--- src/rtl/bps_pkg.sv ---
// Shared defaults and named step constants for the programmable bit-rate generator.
// Step values are round(baud * mult / f_clk * 2^32) for a 32-bit accumulator.
package bps_pkg;

    localparam int ACC_W_DEF = 32;
    localparam int OVS_DEF   = 16;
    localparam int CNT_W     = 7;

    typedef logic [CNT_W-1:0] ovs_cnt_t;

    localparam logic [31:0] STEP_50M_9600_X1     = 32'd824634;
    localparam logic [31:0] STEP_50M_9600_X16    = 32'd13194140;
    localparam logic [31:0] STEP_50M_115200_X1   = 32'd9895605;
    localparam logic [31:0] STEP_50M_115200_X16  = 32'd158329674;
    localparam logic [31:0] STEP_50M_256000_X1   = 32'd21990233;
    localparam logic [31:0] STEP_50M_256000_X16  = 32'd351843721;
    localparam logic [31:0] STEP_100M_9600_X1    = 32'd412317;
    localparam logic [31:0] STEP_100M_9600_X16   = 32'd6597070;
    localparam logic [31:0] STEP_100M_115200_X1  = 32'd4947802;
    localparam logic [31:0] STEP_100M_115200_X16 = 32'd79164837;
    localparam logic [31:0] STEP_100M_256000_X1  = 32'd10995116;
    localparam logic [31:0] STEP_100M_256000_X16 = 32'd175921860;

    localparam logic [47:0] STEP_INIT_DEF = {16'd0, STEP_50M_115200_X16};

    function automatic ovs_cnt_t ovs_inc(input ovs_cnt_t cnt, input ovs_cnt_t last);
        return (cnt == last) ? ovs_cnt_t'(0) : cnt + ovs_cnt_t'(1);
    endfunction

endpackage

--- src/rtl/bps_gen_prog_if.sv ---
// Control/status bundle of the bit-rate generator; master drives controls, slave is the generator.
interface bps_gen_prog_if
    import bps_pkg::*;
#(
    parameter int ACC_W = ACC_W_DEF
);
    logic             En_Sig;
    logic             SYNC;
    logic             STEP_WR;
    logic [ACC_W-1:0] STEP_IN;
    logic             STEP_PEND;
    logic             OVS_CLKen;
    logic             MID_CLKen;
    logic             BPS_CLKen;
    logic             BPS_CLK;

    modport master (
        output En_Sig, SYNC, STEP_WR, STEP_IN,
        input  STEP_PEND, OVS_CLKen, MID_CLKen, BPS_CLKen, BPS_CLK
    );

    modport slave (
        input  En_Sig, SYNC, STEP_WR, STEP_IN,
        output STEP_PEND, OVS_CLKen, MID_CLKen, BPS_CLKen, BPS_CLK
    );
endinterface

--- src/rtl/bps_phase_acc.sv ---
// Phase accumulator with registered carry (tick); also exposes the same-cycle carry
// and the accumulator MSB (current and next) for the downstream pulse logic.
module bps_phase_acc
    import bps_pkg::*;
#(
    parameter int ACC_W = ACC_W_DEF
) (
    input  logic             clock,
    input  logic             reset,
    input  logic             enable,
    input  logic             clear,
    input  logic [ACC_W-1:0] step,
    output logic             tick,
    output logic             carry,
    output logic             msb,
    output logic             msb_next
);

    logic [ACC_W-1:0] acc_q, acc_d;
    logic             tick_q, tick_d;
    logic [ACC_W:0]   sum_s;

    // Next accumulator value; a disabled cycle holds the phase and emits no tick.
    always_comb begin
        sum_s  = {1'b0, acc_q} + {1'b0, step};
        acc_d  = acc_q;
        tick_d = 1'b0;
        if (clear) begin
            acc_d  = {ACC_W{1'b0}};
            tick_d = 1'b0;
        end else if (enable) begin
            acc_d  = sum_s[ACC_W-1:0];
            tick_d = sum_s[ACC_W];
        end else begin
            acc_d  = acc_q;
            tick_d = 1'b0;
        end
    end

    // Accumulator and tick registers.
    always_ff @(posedge clock) begin
        if (reset) begin
            acc_q  <= {ACC_W{1'b0}};
            tick_q <= 1'b0;
        end else begin
            acc_q  <= acc_d;
            tick_q <= tick_d;
        end
    end

    assign tick     = tick_q;
    assign carry    = enable && !clear && sum_s[ACC_W];
    assign msb      = acc_q[ACC_W-1];
    assign msb_next = acc_d[ACC_W-1];

endmodule

--- src/rtl/bps_gen_prog.sv ---
// Programmable DDS bit-rate generator with shadowed step and phase restart.
// Define BPS_OVS_EN for the oversampling divider; otherwise the carry marks bit boundaries.
module bps_gen_prog
    import bps_pkg::*;
#(
    parameter int          ACC_W     = ACC_W_DEF,
    parameter int          OVS       = OVS_DEF,
    parameter logic [47:0] STEP_INIT = STEP_INIT_DEF
) (
    input  logic          CLOCK,
    input  logic          RST,
    bps_gen_prog_if.slave bus
);

    logic [ACC_W-1:0] step_q, step_d;
    logic [ACC_W-1:0] shadow_q, shadow_d;
    logic             pend_q, pend_d;
    logic             tick_s, carry_s, msb_s, msb_next_s, wrap_s;

    bps_phase_acc #(.ACC_W(ACC_W)) u_acc (
        .clock    (CLOCK),
        .reset    (RST),
        .enable   (bus.En_Sig),
        .clear    (bus.SYNC),
        .step     (step_q),
        .tick     (tick_s),
        .carry    (carry_s),
        .msb      (msb_s),
        .msb_next (msb_next_s)
    );

    // Shadow step: applied on a bit boundary, while idle, or immediately on SYNC.
    always_comb begin
        step_d   = step_q;
        shadow_d = shadow_q;
        pend_d   = pend_q;
        if (bus.SYNC) begin
            step_d   = bus.STEP_WR ? bus.STEP_IN : (pend_q ? shadow_q : step_q);
            shadow_d = bus.STEP_WR ? bus.STEP_IN : shadow_q;
            pend_d   = 1'b0;
        end else begin
            if (pend_q && (wrap_s || !bus.En_Sig)) begin
                step_d = shadow_q;
                pend_d = 1'b0;
            end else begin
                step_d = step_q;
                pend_d = pend_q;
            end
            if (bus.STEP_WR) begin
                shadow_d = bus.STEP_IN;
                pend_d   = 1'b1;
            end else begin
                shadow_d = shadow_q;
            end
        end
    end

    // Step, shadow and pending-flag registers.
    always_ff @(posedge CLOCK) begin
        if (RST) begin
            step_q   <= STEP_INIT[ACC_W-1:0];
            shadow_q <= {ACC_W{1'b0}};
            pend_q   <= 1'b0;
        end else begin
            step_q   <= step_d;
            shadow_q <= shadow_d;
            pend_q   <= pend_d;
        end
    end

    assign bus.STEP_PEND = pend_q;

`ifdef BPS_OVS_EN
    localparam ovs_cnt_t OVS_M1  = ovs_cnt_t'(OVS - 1);
    localparam ovs_cnt_t HALF    = ovs_cnt_t'(OVS / 2);
    localparam ovs_cnt_t HALF_M1 = ovs_cnt_t'(OVS / 2 - 1);

    ovs_cnt_t cnt_q, cnt_d;
    logic     mid_q, mid_d, bps_q, bps_d, bclk_q, bclk_d;

    assign wrap_s = carry_s && (cnt_q == OVS_M1);

    // Oversample counter; pulses are registered in the same cycle as the tick.
    always_comb begin
        cnt_d  = cnt_q;
        mid_d  = 1'b0;
        bps_d  = 1'b0;
        bclk_d = bclk_q;
        if (bus.SYNC) begin
            cnt_d  = ovs_cnt_t'(0);
            bclk_d = 1'b0;
        end else if (carry_s) begin
            cnt_d  = ovs_inc(cnt_q, OVS_M1);
            bps_d  = (cnt_q == OVS_M1);
            mid_d  = (cnt_q == HALF_M1);
            bclk_d = (cnt_d >= HALF);
        end else begin
            cnt_d  = cnt_q;
            bclk_d = bclk_q;
        end
    end

    // Oversample counter and output registers.
    always_ff @(posedge CLOCK) begin
        if (RST) begin
            cnt_q  <= ovs_cnt_t'(0);
            mid_q  <= 1'b0;
            bps_q  <= 1'b0;
            bclk_q <= 1'b0;
        end else begin
            cnt_q  <= cnt_d;
            mid_q  <= mid_d;
            bps_q  <= bps_d;
            bclk_q <= bclk_d;
        end
    end

    assign bus.OVS_CLKen = tick_s;
    assign bus.MID_CLKen = mid_q;
    assign bus.BPS_CLKen = bps_q;
    assign bus.BPS_CLK   = bclk_q;
`else
    logic mid_q, mid_d;

    assign wrap_s = carry_s;

    // Mid-bit pulse marks the accumulator MSB rising.
    always_comb begin
        mid_d = 1'b0;
        if (bus.SYNC) begin
            mid_d = 1'b0;
        end else begin
            mid_d = msb_next_s && !msb_s;
        end
    end

    // Mid-bit pulse register.
    always_ff @(posedge CLOCK) begin
        if (RST) begin
            mid_q <= 1'b0;
        end else begin
            mid_q <= mid_d;
        end
    end

    assign bus.OVS_CLKen = 1'b0;
    assign bus.MID_CLKen = mid_q;
    assign bus.BPS_CLKen = tick_s;
    assign bus.BPS_CLK   = msb_s;
`endif

endmodule

--- src/flat_wrapper.sv ---
// flat-port wrapper written by rule: the top's interface ports become plain ports
module bps_gen_prog_flat import bps_pkg::*;
#(
    parameter int          ACC_W     = ACC_W_DEF,
    parameter int          OVS       = OVS_DEF,
    parameter logic [47:0] STEP_INIT = STEP_INIT_DEF
)
  (CLOCK, RST, bus_En_Sig, bus_SYNC, bus_STEP_WR, bus_STEP_IN, bus_STEP_PEND, bus_OVS_CLKen, bus_MID_CLKen, bus_BPS_CLKen, bus_BPS_CLK);
  bps_gen_prog_if #(.ACC_W(ACC_W)) bus_i ();
  input  logic CLOCK;
  input  logic RST;
  input wire logic [$bits(bus_i.En_Sig)-1:0] bus_En_Sig;
  input wire logic [$bits(bus_i.SYNC)-1:0] bus_SYNC;
  input wire logic [$bits(bus_i.STEP_WR)-1:0] bus_STEP_WR;
  input wire logic [$bits(bus_i.STEP_IN)-1:0] bus_STEP_IN;
  output wire logic [$bits(bus_i.STEP_PEND)-1:0] bus_STEP_PEND;
  output wire logic [$bits(bus_i.OVS_CLKen)-1:0] bus_OVS_CLKen;
  output wire logic [$bits(bus_i.MID_CLKen)-1:0] bus_MID_CLKen;
  output wire logic [$bits(bus_i.BPS_CLKen)-1:0] bus_BPS_CLKen;
  output wire logic [$bits(bus_i.BPS_CLK)-1:0] bus_BPS_CLK;
  assign bus_i.En_Sig = bus_En_Sig;
  assign bus_i.SYNC = bus_SYNC;
  assign bus_i.STEP_WR = bus_STEP_WR;
  assign bus_i.STEP_IN = bus_STEP_IN;
  assign bus_STEP_PEND = bus_i.STEP_PEND;
  assign bus_OVS_CLKen = bus_i.OVS_CLKen;
  assign bus_MID_CLKen = bus_i.MID_CLKen;
  assign bus_BPS_CLKen = bus_i.BPS_CLKen;
  assign bus_BPS_CLK = bus_i.BPS_CLK;
  bps_gen_prog #(.ACC_W(ACC_W), .OVS(OVS), .STEP_INIT(STEP_INIT)) u_core (.CLOCK(CLOCK), .RST(RST), .bus(bus_i));
endmodule
--- config.mk ---
export PLATFORM = sky130hd
export DESIGN_NAME = bps_gen_prog_flat
export DESIGN_NICKNAME = d
export VERILOG_FILES = /design/src/rtl/bps_pkg.sv /design/src/rtl/bps_gen_prog_if.sv /design/src/rtl/bps_phase_acc.sv /design/src/rtl/bps_gen_prog.sv /design/src/flat_wrapper.sv
export SDC_FILE = /design/constraint.sdc
export NUM_CORES = 1
export LEC_CHECK = 0
export BUFFER_PORTS_ARGS = -buffer_cell sky130_fd_sc_hd__buf_2
export CAP_MARGIN = 20
export CORE_MARGIN = 1.5
export CORE_UTILIZATION = 40
export CTS_CLUSTER_SIZE = 40
export DETAILED_ROUTE_END_ITERATION = 10
export GPL_TIMING_DRIVEN = 0
export PLACE_DENSITY = 0.68
export SETUP_SLACK_MARGIN = 0.15
export SLEW_MARGIN = 30
export SYNTH_ARGS = -nofsm -noshare
export SYNTH_HDL_FRONTEND = slang
export SYNTH_SLANG_ARGS = --single-unit
--- constraint.sdc ---
create_clock -name CLOCK -period 4.91 [get_ports CLOCK]
set_input_delay 0.7365 -clock CLOCK [delete_from_list [all_inputs] [get_ports CLOCK]]
set_output_delay 0.7365 -clock CLOCK [all_outputs]
set_load 0.01 [all_outputs]
==> key figures <==
GRT
  • Initial antenna violation count: 0
  • Grt ovf: 0
  • Pin count of the biggest net entering global routing: 19
  • Global-route wire length before repair: 20.5 mm
  • Global Route Usage Sum: 18.1%
  • Vias in the first global route: 4208

Critical path
  • Crit path arrival time: 3600 ps
  • CP cell instances: ha_1, inv_1, fa_1, nand2b_1, a21o_1, a21o_1, o211ai_4, a41oi_2, a211oi_2, o22ai_2, nor2b_4, buf_6, a221o_1
  • Reg2reg setup slack: 1540 ps
  • CP max stage delay: 390 ps
  • WS Path Type: reg2reg
  • Worst Path Max Fanout: 10
  • Crit path max-delay cell type: fa_1
  • Crit end category: register
  • Origin of the critical flop-to-flop path: u_core.step_q[0]
  • WP data required: 5140 ps
  • Critical R2R Capture: u_core.step_q[20]
  • Worst R2R Path Depth: 13
  • Top cell by count, worst path: a21o_1
  • Startpoint Class: register

Timing
  • Fin crit share: 68.6%
  • Pins over their slew limit: 0
  • Final setup violating endpoints: 0
  • F_max: 297 MHz
  • Slew HR: 46.4%
  • Post-route minimum period: 3370 ps
  • Fin. Hold Viols: 0
  • Final Skew: 5.64 ps
  • Hold WS: 465 ps
  • Least-Margin Pin Slew: 800 ps
  • Setup TNS: 0 ps
  • RSZ-0062 raised after global routing: false

Power
  • Maximum vdd ir drop: 0.000181 V
  • Pleak: 0.00265 uW
  • Power Dens Cells: 321 nW/um^2

Finish
  • Share of layout cells above drive strength 1: 10.8%
  • Area occupied by multi-input gates: 3110 sq um
  • Nets: 712
  • Storage cell area: 1980 sq um
  • Area growth, synth to finish: 13.0%
  • Filler Cell Count: 1251
  • ANT cells: 0

Run
  • Total of max-cap violations: 0

Clock tree
  • TritonCTS sink count: 99
  • Later-pin clock latency in the skew report: 350 ps
  • TritonCTS buffer count: 9
  • H-tree levels: 3
  • CTS tree: done
  • Cts hold-fix bufs: 0
  • PostCTS Resize Cnt: 0
  • Clk root buf: clkbuf_16
  • Post-CTS Setup Bufs: 0
  • CTS clk-pin slew, worst paths: 70 ps
  • Clock buffer depth: 2

Drt
  • Top Metal Used: met4
  • Wire length per cell: 14.8 microns
  • Routed wl met3: 447 microns
  • Drt pass-1 iters: 5
  • WL final: 12.1 mm
  • Met2 wire length: 5.58 mm
  • Iteration-0 DRC Markers: 200
  • WL met1: 5.83 mm
  • Total vias in the final route: 4405
  • DR DRC count: 0
  • Via density: 5.38
  • Antenna viol nets, final: 0

Yosys
  • Post-synthesis instance area: 5260 sq um
  • Yosys reg bits: 99
  • Synth warnings: 0
  • Syn Inst Count: 594
  • Synth Net Count: 664
  • Register area share after synthesis: 37.7%
  • Synth async-reset ratio: 0%
  • Synth Flop Type: dfxtp_1
  • Post-synth EDFFs: 0
  • Netlist cell types: 52
  • Avg Inst Size Synth: 8.86 sq um

Worst hold path
  • Min-delay src: u_core.u_acc.acc_q[23]
  • Min-Delay Endpoint: u_core.u_acc.acc_q[23]
  • Hold depth: 2
  • HP Class: reg2reg

Floorplan
  • Width of the chip: 118 microns
  • Die span in y: 118 microns
  • Die ar.: 13800 sq um
  • Core footprint: 12700 sq um
  • Initial Util: 41.4%
  • Rows: 41
  • Num ports: 42

Place
  • Routability-driven placement congestion ratio: 0.867
  • Port bufs: 37
  • HPWL after DPL: 9.30 mm

Outcome
  • Outcome: complete, no violations
==> report_power, final <==
group	internal, uW	leakage, uW	switching (uW)
Sequential	852	0.000813	36.2
Clock	353	0.000142	329
Combinational	149	0.00169	190
==> logic make-up (layout without fill, tap and decap cells) <==
logic type / count (synthesis) / after routing / synth area share (%)
xor gates and xnor gates: 27 / 27 / 4.49
adders and majority gates: 33 / 33 / 7.99
other: 1 / 1 / 0.0713
DFF: 99 / 99 / 37.7
AOI/OAI and AO/OA: 154 / 154 / 20.2
and+or+nand+nor: 189 / 189 / 16.5
buffers and inverters: 39 / 92 / 3.23
muxes: 52 / 52 / 9.92
==> metrics by stage <==
step	setup slack (ps)	power [uW]	instance area, sq um	util, %	std cells
3_5_place_dp	1530	1240	5660	44.5	803
3_3_place_gp	1560	1230	5660	44.5	803
5_1_grt	1300	2000	5950	46.7	819
2_1_floorplan	1970	1160	5260	-	594
6_report	1540	1910	5950	46.7	819
4_1_cts	1510	1920	5950	46.7	819
==> flip-flops by register name, summed over array words and instances (netlist names) <==
| register | count |
|---|---|
| u_core.bus.STEP_PEND | 1 |
| u_core.shadow_q | 32 |
| u_core.step_q | 32 |
| u_core.u_acc.acc_q | 32 |
| u_core.bus.MID_CLKen | 1 |
| u_core.u_acc.tick | 1 |
==> per-layer routing <==
layer  global-route usage, %  vias up
li1                        -     2217
met1                    24.1     2084
met2                    30.1       89
met3                    2.37       15
met4                    6.71        0
met5                       0        -
==> worst max-delay path by stage <==
| stage | start | endpoint | slack, ps |
|---|---|---|---|
| 2_1_floorplan | u_core.u_acc.acc_q[0] | u_core.step_q[10] | 1970 |
| 3_3_place_gp | u_core.step_q[0] | u_core.step_q[28] | 1560 |
| 3_5_place_dp | u_core.step_q[0] | u_core.step_q[29] | 1530 |
| 4_1_cts | u_core.step_q[0] | u_core.step_q[10] | 1510 |
| 5_1_grt | u_core.step_q[0] | u_core.step_q[26] | 1300 |
| 6_report | u_core.step_q[0] | u_core.step_q[20] | 1540 |
==> critical path: cells and delay by family, from the launching register on <==
kind	cells	cell delay, ps
buffers and inverters	2	220
AND/OR/NAND/NOR	2	390
adder cells (fa/ha/maj)	2	590
AO/OA/AOI/OAI	7	1710
flip-flops	1	340
==> placed cells by master (no fill, tap or decap), types with 2 or more instances in the layout <==
master	count
or3_1	2
nand2b_1	7
a221o_1	15
nor2b_1	2
xnor2_1	15
a21o_1	14
and2_1	16
inv_6	2
nand3b_1	3
dfxtp_1	99
xor2_1	12
o21a_1	4
clkinv_4	3
a31oi_1	5
buf_2	41
ha_1	32
clkbuf_16	9
mux2i_1	51
a21oi_1	46
buf_1	3
a21boi_0	3
buf_6	2
o211ai_1	8
nand4_1	3
nor2_1	73
inv_1	9
a211o_1	17
or2_2	2
and3_1	3
nand3_1	9
a211oi_1	2
clkbuf_1	20
nand2_1	63
o21ai_0	29
==> Yosys cell counts, drive strengths merged, types with 4 or more instances <==
master  count  share of area [%]
dfxtp      99                 38
nor2       73                5.2
nand2      63                4.5
mux2i      51                9.7
a21oi      46                4.4
ha         32                7.6
o21ai      29                2.8
clkbuf     20                1.4
a211o      17                2.8
and2       16                1.9
a221o      15                2.9
xnor2      15                2.5
a21o       14                2.0
xor2       12                2.0
buf        10                1.2
inv         9               0.64
nand3       9               0.86
o211ai      9                1.5
nand2b      7               0.83
a31oi       5               0.59
o21a        4               0.57
==> final cells by class <==
type,instances,share of cell area (%)
inverter,9,0.568
clock inverter,7,1.01
sequential,99,33.3
clock buffer,9,3.79
multi-input combinational,456,52.3
buffer,30,2.29
timing repair buffer,37,3.11
tap,172,3.62
No activity file was read; power rests on OpenSTA's default activity.
